--- src/rtl/switch_merge_if.sv ---
// Bus bundle for the 2-to-1 merge block: two input streams (A, B) with
// per-port ready, plus the merged registered output and drop counter.
interface switch_merge_if #(
    parameter int ADDR_WIDTH = 8,
    parameter int DATA_WIDTH = 16
);
    logic                  vld_a;
    logic [ADDR_WIDTH-1:0] addr_a;
    logic [DATA_WIDTH-1:0] data_a;
    logic                  rdy_a;
    logic                  vld_b;
    logic [ADDR_WIDTH-1:0] addr_b;
    logic [DATA_WIDTH-1:0] data_b;
    logic                  rdy_b;
    logic                  vld;
    logic [ADDR_WIDTH-1:0] addr;
    logic [DATA_WIDTH-1:0] data;
    logic                  src;
    logic [7:0]            drop_cnt;

    // Traffic source / consumer side
    modport master (
        output vld_a, addr_a, data_a, vld_b, addr_b, data_b,
        input  rdy_a, rdy_b, vld, addr, data, src, drop_cnt
    );

    // Merge block side
    modport slave (
        input  vld_a, addr_a, data_a, vld_b, addr_b, data_b,
        output rdy_a, rdy_b, vld, addr, data, src, drop_cnt
    );
endinterface

--- src/rtl/switch_merge.sv ---
// 2-to-1 stream merge: each input port is buffered in its own FIFO, and the
// two FIFOs are drained round-robin onto one registered output bus. Beats
// arriving at a full FIFO are dropped and counted (saturating at 255).
module switch_merge #(
    parameter int ADDR_WIDTH = 8,
    parameter int DATA_WIDTH = 16,
    parameter int DEPTH      = 4
) (
    input  logic          clk,
    input  logic          rstn,
    switch_merge_if.slave bus
);
    localparam int PW = $clog2(DEPTH);
    localparam int CW = PW + 1;
    localparam int EW = ADDR_WIDTH + DATA_WIDTH;
    localparam logic [CW-1:0] FULL = CW'(DEPTH);

    // Per-port views so both FIFOs come from one generate body (0 = A, 1 = B)
    logic [1:0]    in_vld;
    logic [EW-1:0] in_beat [2];
    logic [EW-1:0] head    [2];
    logic [1:0]    rdy;
    logic [1:0]    push;
    logic [1:0]    drop;
    logic [1:0]    nonempty;
    logic [1:0]    pop;

    assign in_vld     = {bus.vld_b, bus.vld_a};
    assign in_beat[0] = {bus.addr_a, bus.data_a};
    assign in_beat[1] = {bus.addr_b, bus.data_b};

    genvar gi;
    generate
        for (gi = 0; gi < 2; gi++) begin : g_fifo
            logic [EW-1:0] mem [DEPTH];
            logic [PW-1:0] wr_ptr_q, wr_ptr_d;
            logic [PW-1:0] rd_ptr_q, rd_ptr_d;
            logic [CW-1:0] count_q, count_d;

            // Ready looks only at the registered count, never at a same-cycle pop
            assign rdy[gi]      = (count_q != FULL);
            assign push[gi]     = in_vld[gi] & rdy[gi];
            assign drop[gi]     = in_vld[gi] & ~rdy[gi];
            assign nonempty[gi] = (count_q != '0);
            assign head[gi]     = mem[rd_ptr_q];

            // Storage write; contents need no reset since pointers define validity
            always_ff @(posedge clk) begin
                if (push[gi]) begin
                    mem[wr_ptr_q] <= in_beat[gi];
                end
            end

            // Pointer and occupancy next-state; push and pop may coincide
            always_comb begin
                wr_ptr_d = wr_ptr_q;
                rd_ptr_d = rd_ptr_q;
                count_d  = count_q;
                if (push[gi]) begin
                    wr_ptr_d = wr_ptr_q + PW'(1);
                end
                if (pop[gi]) begin
                    rd_ptr_d = rd_ptr_q + PW'(1);
                end
                count_d = count_q + CW'(push[gi]) - CW'(pop[gi]);
            end

            // Pointer and occupancy registers
            always_ff @(posedge clk or negedge rstn) begin
                if (!rstn) begin
                    wr_ptr_q <= '0;
                    rd_ptr_q <= '0;
                    count_q  <= '0;
                end else begin
                    wr_ptr_q <= wr_ptr_d;
                    rd_ptr_q <= rd_ptr_d;
                    count_q  <= count_d;
                end
            end
        end
    endgenerate

    logic                  vld_q, vld_d;
    logic [ADDR_WIDTH-1:0] addr_q, addr_d;
    logic [DATA_WIDTH-1:0] data_q, data_d;
    logic                  src_q, src_d;
    logic                  last_q, last_d;   // last granted port, 1 = B
    logic [7:0]            drop_q, drop_d;
    logic                  grant_vld;
    logic                  grant_b;
    logic [8:0]            drop_sum;

    // Round-robin grant on pre-edge occupancy; load the output register on a pop
    always_comb begin
        grant_vld = |nonempty;
        grant_b   = (&nonempty) ? ~last_q : nonempty[1];
        pop       = 2'b00;
        vld_d     = grant_vld;
        addr_d    = addr_q;
        data_d    = data_q;
        src_d     = src_q;
        last_d    = last_q;
        if (grant_vld) begin
            pop[grant_b]     = 1'b1;
            {addr_d, data_d} = head[grant_b];
            src_d            = grant_b;
            last_d           = grant_b;
        end
    end

    // Drop counter adds up to two per cycle and clamps at 255
    always_comb begin
        drop_sum = 9'(drop_q) + 9'(drop[0]) + 9'(drop[1]);
        drop_d   = drop_sum[8] ? 8'hFF : drop_sum[7:0];
    end

    // Output, arbiter and drop-counter registers; last grant resets to B so A wins first
    always_ff @(posedge clk or negedge rstn) begin
        if (!rstn) begin
            vld_q  <= 1'b0;
            addr_q <= '0;
            data_q <= '0;
            src_q  <= 1'b0;
            last_q <= 1'b1;
            drop_q <= '0;
        end else begin
            vld_q  <= vld_d;
            addr_q <= addr_d;
            data_q <= data_d;
            src_q  <= src_d;
            last_q <= last_d;
            drop_q <= drop_d;
        end
    end

    assign bus.rdy_a    = rdy[0];
    assign bus.rdy_b    = rdy[1];
    assign bus.vld      = vld_q;
    assign bus.addr     = addr_q;
    assign bus.data     = data_q;
    assign bus.src      = src_q;
    assign bus.drop_cnt = drop_q;
endmodule

--- src/flat_wrapper.sv ---
// flat-port wrapper written by rule: the top's interface ports become plain ports
module switch_merge_flat 
#(
    parameter int ADDR_WIDTH = 8,
    parameter int DATA_WIDTH = 16,
    parameter int DEPTH      = 4
)
  (clk, rstn, bus_vld_a, bus_addr_a, bus_data_a, bus_vld_b, bus_addr_b, bus_data_b, bus_rdy_a, bus_rdy_b, bus_vld, bus_addr, bus_data, bus_src, bus_drop_cnt);
  switch_merge_if #(.ADDR_WIDTH(ADDR_WIDTH), .DATA_WIDTH(DATA_WIDTH)) bus_i ();
  input  logic clk;
  input  logic rstn;
  input wire logic [$bits(bus_i.vld_a)-1:0] bus_vld_a;
  input wire logic [$bits(bus_i.addr_a)-1:0] bus_addr_a;
  input wire logic [$bits(bus_i.data_a)-1:0] bus_data_a;
  input wire logic [$bits(bus_i.vld_b)-1:0] bus_vld_b;
  input wire logic [$bits(bus_i.addr_b)-1:0] bus_addr_b;
  input wire logic [$bits(bus_i.data_b)-1:0] bus_data_b;
  output wire logic [$bits(bus_i.rdy_a)-1:0] bus_rdy_a;
  output wire logic [$bits(bus_i.rdy_b)-1:0] bus_rdy_b;
  output wire logic [$bits(bus_i.vld)-1:0] bus_vld;
  output wire logic [$bits(bus_i.addr)-1:0] bus_addr;
  output wire logic [$bits(bus_i.data)-1:0] bus_data;
  output wire logic [$bits(bus_i.src)-1:0] bus_src;
  output wire logic [$bits(bus_i.drop_cnt)-1:0] bus_drop_cnt;
  assign bus_i.vld_a = bus_vld_a;
  assign bus_i.addr_a = bus_addr_a;
  assign bus_i.data_a = bus_data_a;
  assign bus_i.vld_b = bus_vld_b;
  assign bus_i.addr_b = bus_addr_b;
  assign bus_i.data_b = bus_data_b;
  assign bus_rdy_a = bus_i.rdy_a;
  assign bus_rdy_b = bus_i.rdy_b;
  assign bus_vld = bus_i.vld;
  assign bus_addr = bus_i.addr;
  assign bus_data = bus_i.data;
  assign bus_src = bus_i.src;
  assign bus_drop_cnt = bus_i.drop_cnt;
  switch_merge #(.ADDR_WIDTH(ADDR_WIDTH), .DATA_WIDTH(DATA_WIDTH), .DEPTH(DEPTH)) u_core (.clk(clk), .rstn(rstn), .bus(bus_i));
endmodule
--- config.mk ---
export PLATFORM = sky130hd
export DESIGN_NAME = switch_merge_flat
export DESIGN_NICKNAME = d
export VERILOG_FILES = /design/src/rtl/switch_merge_if.sv /design/src/rtl/switch_merge.sv /design/src/flat_wrapper.sv
export SDC_FILE = /design/constraint.sdc
export NUM_CORES = 1
export LEC_CHECK = 0
export CAP_MARGIN = 20
export CORE_ASPECT_RATIO = 0.5
export CORE_MARGIN = 2
export CORE_UTILIZATION = 61
export CTS_BUF_LIST = sky130_fd_sc_hd__clkbuf_16
export CTS_CLUSTER_DIAMETER = 40
export CTS_CLUSTER_SIZE = 30
export DETAILED_ROUTE_END_ITERATION = 8
export GPL_ROUTABILITY_DRIVEN = 0
export PLACE_DENSITY = 0.81
export SETUP_SLACK_MARGIN = 0.5
export SKIP_CTS_REPAIR_TIMING = 1
export SYNTH_ARGS = -nofsm -noshare
export SYNTH_HDL_FRONTEND = slang
export SYNTH_SLANG_ARGS = --single-unit
--- constraint.sdc ---
create_clock -name clk -period 6.1 [get_ports clk]
set_clock_uncertainty 0.2 [all_clocks]
set_input_delay 1.22 -clock clk [delete_from_list [all_inputs] [get_ports clk]]
set_output_delay 1.22 -clock clk [all_outputs]
set_load 0.01 [all_outputs]
==> results_dict.tcl, run 1 <==
set metrics [dict create \
    remaining_drc_errors 0 \
    fmax_ghz 0.294 \
    clock_latency_ps 490 \
    use_met2_pct 37.0 \
    status "finished clean" \
    initial_core_util_pct 62.0 \
    p_int_mw 3.73 \
    finalCritPeriodShare_pct 55.8 \
    synth.top_cell.area_share_pct 60.8 \
    report.final.slew_viol_count 0 \
    clk_pin_slew_ps 90 \
    pwr-share-seq_pct 44.8 \
    yosys.area.top_type "edfxtp_1" \
    r2r_setup_slack_ps 2890 \
    die_w_um 180 \
    hold_path.class "flip-flop to flip-flop" \
    place_inst 778 \
    worstPathCellList "or3b_1 -> clkdlybuf4s50_1" \
    fin_util_pct 72.9 \
    gr-max-usage-layer "met2" \
    powerDensity_nw_per_um2 497 \
    final_layout_size_suffix_gt1_share_pct 17.2 \
    cp_max_fo 7 \
    grt_pass1_vias 5188 \
    wl_per_cell_um 22.6 \
    syn_area_per_cell_um2 18.7 \
    clockRootBuffer "clkbuf_16" \
    hold_ws_ps 307 \
    drt-pass1-iter-count 7 \
    grt.overflow.total 0 \
    h-tree-depth 1 \
    cts_tree "yes" \
    instances_no_fill 807 \
    synth_cell_type_count 39 \
    cp_data_arrival_time_ps 1990 \
    synth_area_um2 9480 \
    synthCells 507 \
    pwr-share-comb_pct 34.0 \
    criticalPathCategory "flip-flop to output port" \
    maxSlewHeadroom_pct 33.2 \
    die_y_um 92.2 \
    cp-startpoint "u_core.g_fifo[0].count_q[1]" \
    pin_count 88 \
    synth-edff-count 192 \
    tightestPinTransition_ps 1000 \
    port-buffer-count 87 \
    crit_end "bus_rdy_a" \
    rows 32 \
    p_leak_nw 3.90 \
    synth.area.top_cells "edfxtp_1 (61%), dfrtp_1 (13%), mux4_2 (11%)" \
    synthArstFlopShare_pct 20.3 \
    min_path_cells 1 \
    critPathRequiredTime_ps 4680 \
    core_um2 15300 \
    setup_tns_ps 0 \
    syn_nets 574 \
    cap_viol_max_count 0 \
    fillers 897 \
    yosysWarnings 0 \
    rsz0062_at_grt "false" \
    r2r_cells 9 \
    yosysSeqAreaShare_pct 73.8 \
    cts_buffers 16 \
    finalHoldViolations 0 \
    dieArea_um2 16600 \
    vdd_ir_drop_max_mv 0.269 \
    num_antenna_cells 0 \
    cts.sinks 241 \
    crit_slowest_cell "or3b_1" \
    yosysMostFrequentCell "edfxtp_1" \
    switching_share_pct 32.7 \
    yosys_most_used_dff "edfxtp_1" \
    setup_viol 0 \
    grt_util_met1_pct 31.9 \
    netlist_top_cells_count "edfxtp_1 (192), nand3_1 (73), dfrtp_1 (48), mux4_2 (48), a32oi_1 (24)" \
    grt_antenna_before_repair 0 \
    via_per_inst 6.27 \
    crit_path_end_kind "output port" \
    r2r-start "u_core.g_fifo[0].count_q[1]" \
    synth_seq_cells 241 \
    syn_to_final_growth_pct 17.6 \
    p_switching_mw 1.81 \
    hpwl_um 11500 \
    final_nets 660 \
    ant_nets 0 \
    vias 5058 \
    period_needed_ps 3410 \
    clockBufferDepth 3 \
    grtUsageMet3_pct 3.97 \
    drt_wl_total_um 18200 \
    startpoint_type "flip-flop" \
    r2r_end "u_core.g_fifo[0].count_q[2]" \
    drtIter0Drc 528 \
    grt_pass1_wl_um 28500 \
    clock_power_share_pct 21.3 \
    grt_max_degree 54 \
    grt_usage_pct 22.6 \
    critical_path.max_stage_delay_ps 530 \
]
==> cell usage in the layout, fill, tap and decap left out, types with 2 or more instances in the layout <==
cell type,n
edfxtp_1,192
clkdlybuf4s50_1,86
clkinv_4,5
mux2_2,3
and3_2,4
inv_1,15
a21oi_1,2
inv_8,2
a32oi_1,24
dfrtp_1,48
buf_4,12
xor2_1,2
mux4_2,48
nor2_1,5
xnor2_1,10
and3_1,6
fa_1,3
or3b_1,2
ha_1,12
a21o_1,3
nand3_1,73
clkbuf_16,17
nand2b_1,2
o21ai_0,3
bufinv_16,2
nand2_1,3
==> cell type report <==
cell class              count  area, µm²  area share (%)
clock buffers              17        425            3.82
clock inverters            11        150            1.35
inverters                  15       56.3           0.505
multi-input cells         219       2300            20.6
flip-flops and latches    241       6990            62.7
well taps                 204        255            2.29
repair buffers            100        971            8.71
==> worst max-delay path: cells and delay by family (launching register included) <==
family	cells	cell delay, ps
buf+inv	1	530
simple gates	1	530
flops	1	440
==> per-stage QoR <==
step,worst slack (ps),power (mW),area [µm²]
floorplan,3220,3.69,9480
global placement,2630,4.29,10600
detailed placement,2550,4.38,10600
CTS,2690,5.58,11100
finish,2690,5.55,11200
global route,2630,5.83,11200
==> state kept, by name, indices dropped and copies added (netlist names) <==
signal / count
u_core.bus.data: 16
u_core.bus.src: 1
u_core.g_fifo.rd_ptr_q: 4
u_core.g_fifo.wr_ptr_q: 4
u_core.bus.vld: 1
u_core.g_fifo.mem: 192
u_core.last_q: 1
u_core.bus.drop_cnt: 8
u_core.bus.addr: 8
u_core.g_fifo.count_q: 6
==> how the worst min path moves through the flow <==
stage | start | endpoint | slack (ps)
after detailed placement | u_core.bus.src | u_core.bus.src | 290
after global placement | u_core.bus.drop_cnt[7] | u_core.bus.drop_cnt[7] | 280
after floorplan | u_core.g_fifo[1].count_q[2] | u_core.g_fifo[1].count_q[2] | 290
final | u_core.bus.src | u_core.bus.src | 310
after global routing | u_core.bus.src | u_core.bus.src | 330
after CTS | u_core.bus.src | u_core.bus.src | 310
==> cells by family after synthesis <==
kind of cell,count (synthesis),share of synthesized area [%]
flip-flops,241,73.8
multiplexers,51,11.8
AO/OA/AOI/OAI,36,3.04
XOR/XNOR,12,1.11
buffers and inverters,47,2.11
adder cells (fa/ha/maj),15,2.22
AND/OR/NAND/NOR,105,6.02
==> power groups by stage <==
stage / combinational (mW) / clock [mW] / sequential (mW)
global route: 2.06 / 1.25 / 2.52
detailed placement: 1.85 / 0 / 2.53
global placement: 1.78 / 0 / 2.51
CTS: 1.88 / 1.19 / 2.50
finish: 1.88 / 1.18 / 2.48
floorplan: 1.24 / 0 / 2.44
==> metal layers <==
| layer | routed length (µm) | up-vias |
|---|---|---|
| li1 | - | 2209 |
| met1 | 7640 | 2612 |
| met2 | 9070 | 202 |
| met3 | 1070 | 35 |
| met4 | 464 | 0 |
| met5 | 0 | - |
(Power assumes the default switching activity.)
==> run 2: changes to the inputs <==
- CORE_UTILIZATION: 61 -> 51
- PLACE_DENSITY: 0.81 -> 0.72
- clock period: 6.1 -> 2.75 ns (I/O delays scaled with it)
==> results_dict.tcl, run 2 (synthesis gave the netlist of run 1 again) <==
set metrics [dict create \
    critPathRequiredTime_ps 2930 \
    die_w_um 197 \
    grt_antenna_before_repair 0 \
    cp_max_fo 6 \
    r2r-start "u_core.g_fifo[0].count_q[0]" \
    via_per_inst 5.90 \
    setup_tns_ps 0 \
    hold_path.class "flip-flop to flip-flop" \
    setup_viol 0 \
    fmax_ghz 0.413 \
    final_nets 688 \
    drt-pass1-iter-count 7 \
    final_cell_mix "edfxtp_1 (192), clkdlybuf4s50_1 (80), nand3_1 (73)" \
    wl_per_cell_um 21.4 \
    r2r_end "u_core.g_fifo[0].count_q[2]" \
    clockRootBuffer "clkbuf_16" \
    num_antenna_cells 0 \
    top_register "u_core.g_fifo.mem" \
    r2r_cells 9 \
    vias 5161 \
    core_um2 18300 \
    cap_viol_max_count 0 \
    dieArea_um2 19800 \
    min_to "u_core.bus.drop_cnt[7]" \
    grt_pass1_wl_um 28500 \
    fin_ws_ps 328 \
    tightestPinTransition_ps 550 \
    die_y_um 100 \
    syn_to_final_growth_pct 24.1 \
    grt_max_degree 52 \
    rows 35 \
    initial_core_util_pct 51.8 \
    startpoint_type "flip-flop" \
    layout_commonest_cell "edfxtp_1" \
    r2r_setup_slack_ps 330 \
    vdd_ir_drop_max_mv 0.516 \
    clock_latency_ps 510 \
    cp_data_arrival_time_ps 2600 \
    ant_nets 0 \
    clockBufferDepth 3 \
    min_path_cells 1 \
    cts_tree "yes" \
    h-tree-depth 1 \
    grt_pass1_vias 5132 \
    period_needed_ps 2420 \
    grt.overflow.total 0 \
    remaining_drc_errors 0 \
    cts.sinks 241 \
    pre_cts_ws_ps 51.7 \
    status "finished clean" \
    criticalPathCategory "flip-flop to flip-flop" \
    pin_count 88 \
    powerDensity_nw_per_um2 1120 \
    grt_usage_pct 19.2 \
    cts_buffers 20 \
    p_leak_nw 4.14 \
    crit_path_end_kind "flip-flop" \
    port-buffer-count 87 \
    maxSlewHeadroom_pct 63.4 \
    finalCritPeriodShare_pct 88.1 \
    hpwl_um 11700 \
    finalHoldViolations 0 \
    drt_wl_total_um 18700 \
    hold_ws_ps 296 \
    drtIter0Drc 441 \
    clk_pin_slew_ps 70 \
    largest_reg_flops 192 \
    rsz0062_at_grt "true" \
    min-delay-start "u_core.bus.drop_cnt[7]" \
    report.final.slew_viol_count 0 \
    final_layout_size_suffix_gt1_share_pct 26.0 \
]
run 2: area by class of cell:
type	instances	area [µm²]
tap	240	300
sequential	241	7000
inverter	15	58.8
clock inverter	15	163
timing repair buffer	124	1290
fill	1267	6540
multi-input combinational	219	2430
clock buffer	21	526
run 2: worst max-delay path, cell delays in order (launching register included):
cell and delay, ps:
dfrtp_2 460, or3_4 420, o21ai_4 80, inv_2 60
ha_4 260, inv_2 40, ha_4 150, fa_2 370
xnor2_2 150, xnor2_1 130
run 2: where the power goes:
| part | internal (mW) | switching, mW |
|---|---|---|
| Combinational | 2.34 | 2.41 |
| Clock | 1.55 | 1.39 |
| Sequential | 4.97 | 0.532 |
| Total | 8.86 | 4.32 |
run 2: metal layers:
| metal | part of all wire [%] | track usage (%) |
|---|---|---|
| met5 | 0 | 0 |
| met4 | 1.7 | 4.86 |
| met3 | 5.7 | 3.26 |
| met2 | 50 | 32.9 |
| met1 | 42 | 26.2 |
run 2: through the flow:
| stage | area (µm²) | std cells | power (mW) | util (%) |
|---|---|---|---|---|
| after floorplan | 9560 | 507 | 8.28 | - |
| after global placement | 10900 | 824 | 9.84 | 59.3 |
| after detailed placement | 10900 | 824 | 10.0 | 59.3 |
| after CTS | 11500 | 860 | 13.0 | 63.1 |
| after global routing | 11800 | 875 | 13.9 | 64.3 |
| final | 11800 | 875 | 13.2 | 64.3 |
run 2: worst max path at each step:
stage                                start                     endpoint  depth (start not counted)
6_report       u_core.g_fifo[0].count_q[0]  u_core.g_fifo[0].count_q[2]                          9
5_1_grt        u_core.g_fifo[0].count_q[0]  u_core.g_fifo[0].count_q[2]                          9
3_5_place_dp                     bus_vld_a  u_core.g_fifo[0].count_q[2]                          9
2_1_floorplan  u_core.g_fifo[0].count_q[2]  u_core.g_fifo[0].count_q[2]                         10
3_3_place_gp                     bus_vld_a  u_core.g_fifo[0].count_q[2]                          9
4_1_cts        u_core.g_fifo[1].count_q[0]                    bus_rdy_b                          2
==> run 3: changes to the inputs <==
- PLACE_DENSITY: 0.72 -> 0.75
==> results_dict.tcl, run 3 (synthesis gave the netlist of run 1 again) <==
set metrics [dict create \
    setup_viol 0 \
    num_antenna_cells 0 \
    largest_reg_flops 192 \
    p_int_mw 8.98 \
    pwr-share-comb_pct 36.4 \
    clockRootBuffer "clkbuf_16" \
    fmax_ghz 0.416 \
    startpoint_type "flip-flop" \
    grt_antenna_before_repair 0 \
    port-buffer-count 87 \
    clk_pin_slew_ps 90 \
    final_area_um2 11900 \
    via_per_inst 5.96 \
    cts.sinks 241 \
    r2r-start "u_core.g_fifo[0].count_q[0]" \
    cp_max_fo 4 \
    min-delay-start "u_core.bus.drop_cnt[7]" \
    rows 35 \
    cp_data_arrival_time_ps 2620 \
    finalCritPeriodShare_pct 87.5 \
    hpwl_um 12400 \
    maxSlewHeadroom_pct 59.2 \
    final_layout_size_suffix_gt1_share_pct 26.9 \
    min_path_cells 1 \
    h-tree-depth 1 \
    die_w_um 197 \
    grt.overflow.total 0 \
    critical_path.max_stage_delay_ps 440 \
    r2r_end "u_core.g_fifo[0].count_q[2]" \
    ant_nets 0 \
    status "finished clean" \
    r2r_cells 9 \
    cts_tree "yes" \
    worstPathCellList "or3_4 -> o21ai_4 -> inv_2 -> ha_4 -> inv_2 -> ha_4 -> fa_2 -> xnor2_2 -> xnor2_1" \
    final_nets 697 \
    syn_to_final_growth_pct 25.2 \
    report.final.slew_viol_count 0 \
    drt_wl_total_um 19800 \
    grt_pass1_wl_um 30000 \
    final_cell_mix "edfxtp_1 (192), clkdlybuf4s50_1 (75), nand3_1 (73)" \
    hold_ws_ps 324 \
    critPathRequiredTime_ps 2970 \
    cts_buffers 20 \
    placed_cell_area_um2 10900 \
    powerDensity_nw_per_um2 1130 \
    grt_pass1_vias 5437 \
    clock_latency_ps 500 \
    vias 5271 \
    core_um2 18300 \
    grt_max_degree 52 \
    wl_per_cell_um 22.4 \
    pwr-share-seq_pct 40.5 \
    initial_core_util_pct 51.8 \
    crit_slowest_cell "dfrtp_2" \
    pin_count 88 \
    hold_path.class "flip-flop to flip-flop" \
    layout_commonest_cell "edfxtp_1" \
    rsz0062_at_grt "true" \
    crit_path_end_kind "flip-flop" \
    clock_power_share_pct 23.1 \
    top_register "u_core.g_fifo.mem" \
    grt_usage_pct 20.1 \
    drt-pass1-iter-count 5 \
    period_needed_ps 2410 \
    remaining_drc_errors 0 \
    finalHoldViolations 0 \
    vdd_ir_drop_max_mv 0.487 \
    switching_share_pct 33.2 \
    p_switching_mw 4.47 \
    tightestPinTransition_ps 612 \
    criticalPathCategory "flip-flop to flip-flop" \
    dieArea_um2 19800 \
    p_leak_nw 4.27 \
    drtIter0Drc 581 \
    r2r_setup_slack_ps 340 \
    clockBufferDepth 3 \
    min_to "u_core.bus.drop_cnt[7]" \
    die_y_um 100 \
    cap_viol_max_count 0 \
]
-- run 3: worst max-delay path by stage --
stage	from	to	cells after the start
final	u_core.g_fifo[0].count_q[0]	u_core.g_fifo[0].count_q[2]	9
after global routing	u_core.g_fifo[0].count_q[2]	u_core.g_fifo[0].count_q[2]	9
after CTS	u_core.g_fifo[0].count_q[2]	bus_rdy_a	2
after detailed placement	bus_vld_a	u_core.g_fifo[0].count_q[2]	9
after global placement	bus_vld_a	u_core.g_fifo[0].count_q[2]	9
after floorplan	u_core.g_fifo[0].count_q[2]	u_core.g_fifo[0].count_q[2]	10
-- run 3: through the flow --
stage          setup slack, ps  power, mW  cells  TNS (ps)  utilization [%]
6_report                   344       13.4    884         0             64.9
5_1_grt                    278       14.1    884         0             64.9
4_1_cts                  -50.9       13.2    862     -59.3             63.4
3_5_place_dp              26.3       10.1    826         0             59.3
3_3_place_gp              77.6       9.84    826         0             59.3
2_1_floorplan              326       8.28    507         0                -
-- run 3: critical path: cells and delay by family, from the launching register on --
family                     cells  cell delay, ps
adders and majority gates      3             780
DFF                            1             440
and+or+nand+nor                1             420
xor gates and xnor gates       2             320
buffers and inverters          2             100
AOI/OAI and AO/OA              1              80
-- run 3: per-layer routing --
layer / up-vias / GRT usage, % / share of wire (%)
met5: - / 0 / 0
met4: 0 / 5.49 / 1.8
met3: 29 / 3.70 / 5.4
met2: 196 / 33.8 / 50
met1: 2756 / 27.7 / 43
li1: 2290 / - / -
-- run 3: power by group through the flow --
stage / Sequential [mW] / Clock, mW / Combinational (mW)
floorplan: 5.43 / 0 / 2.86
global placement: 5.47 / 0 / 4.37
detailed placement: 5.53 / 0 / 4.52
CTS: 5.47 / 3.16 / 4.58
global route: 5.53 / 3.29 / 5.30
finish: 5.45 / 3.11 / 4.89
-- run 3: final cells by class --
type | instances | area (µm²)
Multi-Input combinational cell | 219 | 2410
Sequential cell | 241 | 7000
Tap cell | 240 | 300
Clock buffer | 23 | 576
Timing Repair Buffer | 133 | 1360
Inverter | 15 | 56.3
Fill cell | 1227 | 6430
Clock inverter | 13 | 165
